--- src/rtl/hazard_pkg.sv ---
`default_nettype none
// ============================================================================
// Module   : hazard_pkg
// Purpose  : Shared encodings for the pipeline hazard controller: comparator
//            forward selects, freeze FSM states and the register match helper.
// Revision : 1.0 - initial release
// ============================================================================
package hazard_pkg;

  // Forward select encoding, shared with the ID-stage comparator operand mux
  localparam logic [1:0] FWD_RF  = 2'b00;
  localparam logic [1:0] FWD_WB  = 2'b01;
  localparam logic [1:0] FWD_MEM = 2'b10;

  // Freeze tracking FSM
  typedef enum logic [0:0] {
    FRZ_RUN    = 1'b0,
    FRZ_FROZEN = 1'b1
  } frz_state_e;

  // A destination register matches a source only when it is not $0
  function automatic logic reg_match(input logic [4:0] dest, input logic [4:0] src);
    return (dest != 5'd0) && (dest == src);
  endfunction

endpackage
`default_nettype wire

--- src/rtl/sat_counter.sv ---
`default_nettype none
// ============================================================================
// Module   : sat_counter
// Purpose  : Up counter that sticks at all-ones; clear beats increment.
// Revision : 1.0 - initial release
// ============================================================================
module sat_counter #(
  parameter int W = 32
) (
  input  logic         clk,
  input  logic         reset,
  input  logic         inc,
  input  logic         clr,
  output logic [W-1:0] cnt
);

  logic [W-1:0] cnt_q;
  logic [W-1:0] cnt_d;

  // Next count: clear first, then increment unless already saturated
  always_comb begin
    cnt_d = cnt_q;
    if (clr) begin
      cnt_d = '0;
    end else if (inc && (cnt_q != {W{1'b1}})) begin
      cnt_d = cnt_q + 1'b1;
    end
  end

  // Count register
  always_ff @(posedge clk) begin
    if (reset) begin
      cnt_q <= '0;
    end else begin
      cnt_q <= cnt_d;
    end
  end

  assign cnt = cnt_q;

endmodule
`default_nettype wire

--- src/rtl/pipe_hazard_ctrl.sv ---
`default_nettype none
// ============================================================================
// Module   : pipe_hazard_ctrl
// Purpose  : Hazard controller for a 5-stage MIPS pipeline with branches
//            resolved in ID. Produces stall/bubble/flush/freeze sequencing,
//            ID comparator forward selects, event counters and a watchdog.
// Revision : 1.0 - initial release
// ============================================================================
module pipe_hazard_ctrl
  import hazard_pkg::*;
#(
  parameter int CNT_W     = 32,
  parameter int MAX_STALL = 4
) (
  input  logic             clk,
  input  logic             reset,
  input  logic [4:0]       id_rs,
  input  logic [4:0]       id_rt,
  input  logic             id_uses_rt,
  input  logic             id_branch,
  input  logic             id_flush_req,
  input  logic             ex_reg_write,
  input  logic             ex_mem_read,
  input  logic [4:0]       ex_dest,
  input  logic             mem_reg_write,
  input  logic             mem_mem_read,
  input  logic [4:0]       mem_dest,
  input  logic             wb_reg_write,
  input  logic [4:0]       wb_dest,
  input  logic             imem_ready,
  input  logic             dmem_ready,
  input  logic             cnt_clear,
  output logic             pc_write,
  output logic             if_id_write,
  output logic             if_id_flush,
  output logic             id_ex_bubble,
  output logic             freeze,
  output logic [1:0]       forwardC,
  output logic [1:0]       forwardD,
  output logic [CNT_W-1:0] stall_cnt,
  output logic [CNT_W-1:0] flush_cnt,
  output logic [CNT_W-1:0] freeze_cnt,
  output logic             err_deadlock
);

  localparam int                  STREAK_W    = $clog2(MAX_STALL + 1);
  localparam logic [STREAK_W-1:0] STREAK_MAX  = STREAK_W'(MAX_STALL);
  localparam logic [STREAK_W-1:0] STREAK_LAST = STREAK_W'(MAX_STALL - 1);

  // Per-stage source matches ($0 never matches)
  logic rs_hit_ex, rt_hit_ex, rs_hit_mem, rt_hit_mem, rs_hit_wb, rt_hit_wb;
  logic hit_ex, hit_mem;
  logic load_use, br_ex, br_load, stall_raw;
  logic freeze_raw, stall_g, flush_g;
  logic [1:0] fwd_c, fwd_d;

  assign rs_hit_ex  = reg_match(ex_dest,  id_rs);
  assign rt_hit_ex  = reg_match(ex_dest,  id_rt) & id_uses_rt;
  assign rs_hit_mem = reg_match(mem_dest, id_rs);
  assign rt_hit_mem = reg_match(mem_dest, id_rt) & id_uses_rt;
  assign rs_hit_wb  = reg_match(wb_dest,  id_rs);
  assign rt_hit_wb  = reg_match(wb_dest,  id_rt) & id_uses_rt;
  assign hit_ex     = rs_hit_ex  | rt_hit_ex;
  assign hit_mem    = rs_hit_mem | rt_hit_mem;

  // Stall sources: a load feeding ID, or a branch whose operand is not yet
  // available to the ID comparator (ALU result in EX, load result in MEM)
  assign load_use   = ex_mem_read & hit_ex;
  assign br_ex      = id_branch & ex_reg_write & hit_ex;
  assign br_load    = id_branch & mem_mem_read & hit_mem;
  assign stall_raw  = load_use | br_ex | br_load;

  // Priority freeze > stall > flush; a flush waits until the branch operands
  // are resolved so the branch is re-evaluated after the stall
  assign freeze_raw = ~imem_ready | ~dmem_ready;
  assign stall_g    = stall_raw & ~freeze_raw;
  assign flush_g    = id_flush_req & ~stall_g & ~freeze_raw;

  // Comparator forwarding; a load in EX/MEM has no data yet, so it is excluded
  always_comb begin
    fwd_c = FWD_RF;
    if (mem_reg_write && !mem_mem_read && rs_hit_mem) begin
      fwd_c = FWD_MEM;
    end else if (wb_reg_write && rs_hit_wb) begin
      fwd_c = FWD_WB;
    end
    fwd_d = FWD_RF;
    if (mem_reg_write && !mem_mem_read && rt_hit_mem) begin
      fwd_d = FWD_MEM;
    end else if (wb_reg_write && rt_hit_wb) begin
      fwd_d = FWD_WB;
    end
  end

  // Output drive, with the pipeline held and ID/EX bubbled during reset
  always_comb begin
    pc_write     = ~reset & ~freeze_raw & ~stall_g;
    if_id_write  = ~reset & ~freeze_raw & ~stall_g;
    if_id_flush  = ~reset & flush_g;
    id_ex_bubble = reset | stall_g;
    freeze       = ~reset & freeze_raw;
    forwardC     = reset ? FWD_RF : fwd_c;
    forwardD     = reset ? FWD_RF : fwd_d;
  end

  // Freeze tracking FSM (observability only; outputs do not depend on it)
  frz_state_e state_q;
  frz_state_e state_d;

  // Next freeze state
  always_comb begin
    state_d = state_q;
    case (state_q)
      FRZ_RUN:    if (freeze_raw)  state_d = FRZ_FROZEN;
      FRZ_FROZEN: if (!freeze_raw) state_d = FRZ_RUN;
      default:    state_d = FRZ_RUN;
    endcase
  end

  // Freeze state register
  always_ff @(posedge clk) begin
    if (reset) begin
      state_q <= FRZ_RUN;
    end else begin
      state_q <= state_d;
    end
  end

  // The tracked state always reflects the previous cycle's freeze
  a_frz_track: assert property (@(posedge clk) disable iff (reset)
    freeze_raw |=> (state_q == FRZ_FROZEN));

  // Watchdog: consecutive stall streak, held while frozen
  logic [STREAK_W-1:0] streak_q;
  logic [STREAK_W-1:0] streak_d;
  logic                err_q;
  logic                err_d;

  // Streak and sticky error next-state
  always_comb begin
    streak_d = streak_q;
    err_d    = err_q;
    if (cnt_clear) begin
      streak_d = '0;
      err_d    = 1'b0;
    end else if (stall_g) begin
      if (streak_q != STREAK_MAX) begin
        streak_d = streak_q + 1'b1;
      end
      if (streak_q >= STREAK_LAST) begin
        err_d = 1'b1;
      end
    end else if (!freeze_raw) begin
      streak_d = '0;
    end
  end

  // Watchdog registers
  always_ff @(posedge clk) begin
    if (reset) begin
      streak_q <= '0;
      err_q    <= 1'b0;
    end else begin
      streak_q <= streak_d;
      err_q    <= err_d;
    end
  end

  assign err_deadlock = err_q;

  sat_counter #(.W(CNT_W)) u_stall_cnt (
    .clk   (clk),
    .reset (reset),
    .inc   (stall_g),
    .clr   (cnt_clear),
    .cnt   (stall_cnt)
  );

  sat_counter #(.W(CNT_W)) u_flush_cnt (
    .clk   (clk),
    .reset (reset),
    .inc   (flush_g),
    .clr   (cnt_clear),
    .cnt   (flush_cnt)
  );

  sat_counter #(.W(CNT_W)) u_freeze_cnt (
    .clk   (clk),
    .reset (reset),
    .inc   (freeze_raw),
    .clr   (cnt_clear),
    .cnt   (freeze_cnt)
  );

endmodule
`default_nettype wire

--- config.mk ---
export PLATFORM = sky130hd
export DESIGN_NAME = pipe_hazard_ctrl
export DESIGN_NICKNAME = d
export VERILOG_FILES = /design/src/rtl/hazard_pkg.sv /design/src/rtl/sat_counter.sv /design/src/rtl/pipe_hazard_ctrl.sv
export SDC_FILE = /design/constraint.sdc
export NUM_CORES = 1
export LEC_CHECK = 0
export BUFFER_PORTS_ARGS = -buffer_cell sky130_fd_sc_hd__buf_4
export CAP_MARGIN = 25
export CORE_MARGIN = 1.5
export CORE_UTILIZATION = 50
export DETAILED_ROUTE_END_ITERATION = 8
export HOLD_SLACK_MARGIN = 0.06
export PLACE_DENSITY_LB_ADDON = 0.25
export SLEW_MARGIN = 10
export SYNTH_ARGS = -nofsm -noshare
export SYNTH_HDL_FRONTEND = slang
export SYNTH_HIERARCHICAL = 1
export SYNTH_SLANG_ARGS = --single-unit
--- constraint.sdc ---
create_clock -name clk -period 7.31 [get_ports clk]
set_input_delay 1.0965 -clock clk [delete_from_list [all_inputs] [get_ports clk]]
set_output_delay 1.0965 -clock clk [all_outputs]
set_load 0.1 [all_outputs]
==> PnR_summary.wiki <==
{| class="wikitable"
! Metric !! Value
|-
| Result of the run || finished clean
|-
| Number of hold violations in the final report || 0
|-
| Data required time at the worst endpoint || 6210 ps
|-
| DRT iter0 DRCs || 391
|-
| Pwr Density || 142.6 nW/um^2
|-
| Total track usage || 0.2557
|-
| Cell total after placement || 955
|-
| Remaining antenna violation count || 0
|-
| Hold Path Class || reg -> reg
|-
| Die boundary height || 109.0 microns
|-
| Final Wtd Congestion || 0.9584
|-
| Achievable clock frequency || 0.2437 GHz
|-
| Post-synthesis cell type count || 50
|-
| Maximum number of buffers from clock root to sink || 2
|-
| Hold_buf cts || 0
|-
| Die Outline Area || 11890 sq um
|-
| Postcts setup bufs || 0
|-
| Number of flip-flops and latches in the synthesized netlist || 100
|-
| Final Cycle Share || 0.5612
|-
| Post_cts resized || 0
|-
| Highest net fanout along the worst path || 8
|-
| Vias per std cell || 6.085
|-
| Antenna violations before repair || 0
|-
| Setup repair after global routing missed its margin || no
|-
| Critical Path Start || id_rs[4]
|-
| Core Area || 10890 sq um
|-
| Headroom to the max-slew limit || 0.4589
|-
| Clock Latency Late Sink || 390 ps
|-
| Largest net degree at the start of global routing || 31
|-
| Initial core utilization || 0.5162
|-
| Input/output buffers || 143
|-
| Commonest non-fill, non-tap cells in the layout || sky130_fd_sc_hd__buf_4 (146), sky130_fd_sc_hd__dfxtp_1 (100), sky130_fd_sc_hd__nand2_1 (62)
|-
| Remaining global-route overflow || 0
|-
| Nets in the synthesized netlist || 739
|-
| Clk pin slew, worst setup/hold paths || 100 ps
|-
| Detailed-route DRC error count || 0
|-
| Routed vias || 5909
|-
| N_diodes || 0
|-
| Number of slew-limit violations in the final report || 0
|-
| Root buffer cell || sky130_fd_sc_hd__clkbuf_8
|-
| Static power due to leakage || 2.496 nW
|-
| Clock Sink Count || 100
|-
| Net count, final || 870
|-
| First-pass GRT wire length || 24560 microns
|-
| Number of enable flip-flop cells after synthesis || 0
|-
| Worst IR Drop VDD || 0.1193 mV
|-
| Total standard cell area after synthesis || 5620 sq um
|-
| Proportion of layout cells with a drive suffix above 1 || 0.2250
|-
| Critical path type || in -> out
|-
| Die X-Extent || 109.0 microns
|-
| Setup TNS || 0 ps
|-
| Count of fill cells added during filler insertion || 954
|-
| Ys Warns || 6
|-
| Signal arrival time at the worst endpoint || 3010 ps
|-
| Slew at the pin closest to its max-slew limit || 808.6 ps
|-
| Cell Rows || 38
|-
| Crit path capture type || primary output
|-
| Kind of start point of the critical path || primary input
|-
| Average size of a mapped cell || 8.087 sq um
|-
| Tot Pwr || 0.0009943 W
|-
| Hold Path Origin || streak_q[2]
|-
| Final critical path time including I/O delays and setup || 4103 ps
|-
| Final standard cell utilization of the core || 0.6403
|-
| HPWL reported at the end of detailed placement || 11080 microns
|-
| WL final || 15040 microns
|-
| Area growth, synth to finish || 24.04%
|-
| Post-synthesis sequential area ratio || 0.3562
|-
| Most common library cell in the layout ignoring fill and taps || sky130_fd_sc_hd__buf_4
|-
| Number of CTS-inserted buffers || 9
|-
| DR pass1 iterations || 5
|-
| Finish-stage setup viols || 0
|-
| Number of maximum-capacitance constraint violations || 0
|-
| Fraction of synthesis flops using an asynchronous set or reset pin || 0
|-
| Via count of the first global-routing pass || 5296
|-
| TritonCTS clock tree || done
|-
| Worst r2r src || u_stall_cnt/cnt[11]
|-
| Number of standard cells in the final layout excluding fillers || 971
|-
| Number of H-tree levels || 3
|-
| Dominant synthesized flop cell || sky130_fd_sc_hd__dfxtp_1
|-
| Routed wirelength normalized by instance count || 15.48 microns
|-
| Synthesized instance count || 695
|-
| Maximum clock skew at final layout || 15.13 ps
|-
| Count of boundary I/O pins || 144
|}
[cell usage after synthesis (7+ instances only)]
| cell type | n | area (sq um) |
|---|---|---|
| sky130_fd_sc_hd__nand3_1 | 40 | 200.2 |
| sky130_fd_sc_hd__or3_1 | 45 | 281.5 |
| sky130_fd_sc_hd__and3_1 | 8 | 50.05 |
| sky130_fd_sc_hd__o31ai_1 | 9 | 67.56 |
| sky130_fd_sc_hd__nor2_1 | 53 | 198.9 |
| sky130_fd_sc_hd__nand4_1 | 27 | 168.9 |
| sky130_fd_sc_hd__xor2_1 | 25 | 219.0 |
| sky130_fd_sc_hd__dfxtp_1 | 100 | 2002 |
| sky130_fd_sc_hd__nand2_1 | 62 | 232.7 |
| sky130_fd_sc_hd__xnor2_1 | 26 | 227.7 |
| sky130_fd_sc_hd__a41o_1 | 9 | 90.09 |
| sky130_fd_sc_hd__a31oi_1 | 12 | 75.07 |
| sky130_fd_sc_hd__o21ai_1 | 16 | 80.08 |
| sky130_fd_sc_hd__buf_2 | 12 | 60.06 |
| sky130_fd_sc_hd__nor4_1 | 17 | 106.4 |
| sky130_fd_sc_hd__o21ai_0 | 34 | 170.2 |
| sky130_fd_sc_hd__or4_1 | 13 | 97.59 |
| sky130_fd_sc_hd__inv_1 | 16 | 60.06 |
| sky130_fd_sc_hd__nor3_1 | 19 | 95.09 |
| sky130_fd_sc_hd__a21oi_1 | 51 | 255.2 |
| sky130_fd_sc_hd__o211ai_1 | 9 | 67.56 |
| sky130_fd_sc_hd__clkbuf_1 | 16 | 60.06 |
| sky130_fd_sc_hd__a211oi_1 | 7 | 52.55 |
[through the flow]
| stage | setup slack [ps] | hold WS [ps] | area [sq um] |
|---|---|---|---|
| 2_1_floorplan | 1526 | 457.7 | 5620 |
| 3_3_place_gp | 3181 | 481.0 | 6764 |
| 3_5_place_dp | 2994 | 494.5 | 6779 |
| 4_1_cts | 3197 | 511.5 | 6972 |
| 5_1_grt | 3028 | 531.2 | 6972 |
| 6_report | 3207 | 518.6 | 6972 |
[power breakdown]
| group | switching [W] | leakage [nW] | internal, W | total (W) |
|---|---|---|---|---|
| clock network | 0.000204 | 0.0962 | 0.000159 | 0.000362 |
| registers | 0.00000113 | 0.805 | 0.000545 | 0.000546 |
| logic | 0.0000550 | 1.59 | 0.0000306 | 0.0000856 |
[metal layers]
layer	vias to the layer above	global-route usage	share of wire
li1	2906	-	-
met1	2776	0.3308	0.44
met2	204	0.4268	0.48
met3	23	0.04065	0.060
met4	0	0.09586	0.016
met5	-	0	0
[path summary, 6_finish.rpt]
path                          to  slack, ps  depth (start not counted)
max reg2reg  u_stall_cnt/cnt[17]       4820                          6
min reg2reg          streak_q[2]        520                          2
max                 id_ex_bubble       3210                          8
min                  streak_q[2]        520                          2
[cell families (layout without fill, tap and decap cells)]
| family | after synthesis | count (layout) | synth area share |
|---|---|---|---|
| compound gates | 179 | 179 | 0.2088 |
| xor+xnor | 51 | 51 | 0.07947 |
| flops | 100 | 100 | 0.3562 |
| simple gates | 314 | 314 | 0.3088 |
| fa+ha+maj | 6 | 6 | 0.01336 |
| buf+inv | 45 | 181 | 0.03339 |
[worst max-delay path: stages]
cell and delay (ps):
sky130_fd_sc_hd__buf_4 130, sky130_fd_sc_hd__xnor2_1 180, sky130_fd_sc_hd__nand3_1 110, sky130_fd_sc_hd__nor3_1 460, sky130_fd_sc_hd__o2111ai_4 190, sky130_fd_sc_hd__a21oi_2 380
sky130_fd_sc_hd__or2_1 170, sky130_fd_sc_hd__buf_4 290
[area by class of cell]
| cell class | count | area (sq um) | share of cell area |
|---|---|---|---|
| multi-input combinational | 550 | 3431 | 0.4921 |
| sequential | 100 | 2002 | 0.2871 |
| timing repair buffer | 149 | 1111 | 0.1594 |
| tap | 140 | 175.2 | 0.02513 |
| clock buffer | 10 | 127.6 | 0.01831 |
| clock inverter | 6 | 65.06 | 0.009332 |
| inverter | 16 | 60.06 | 0.008614 |
[flip-flops by register name, indices dropped and copies added (netlist names)]
register,flops
u_flush_cnt/cnt,32
u_freeze_cnt/cnt,32
streak_q,3
err_deadlock,1
u_stall_cnt/cnt,32
Note: power is estimated with default switching activity, not from simulation.
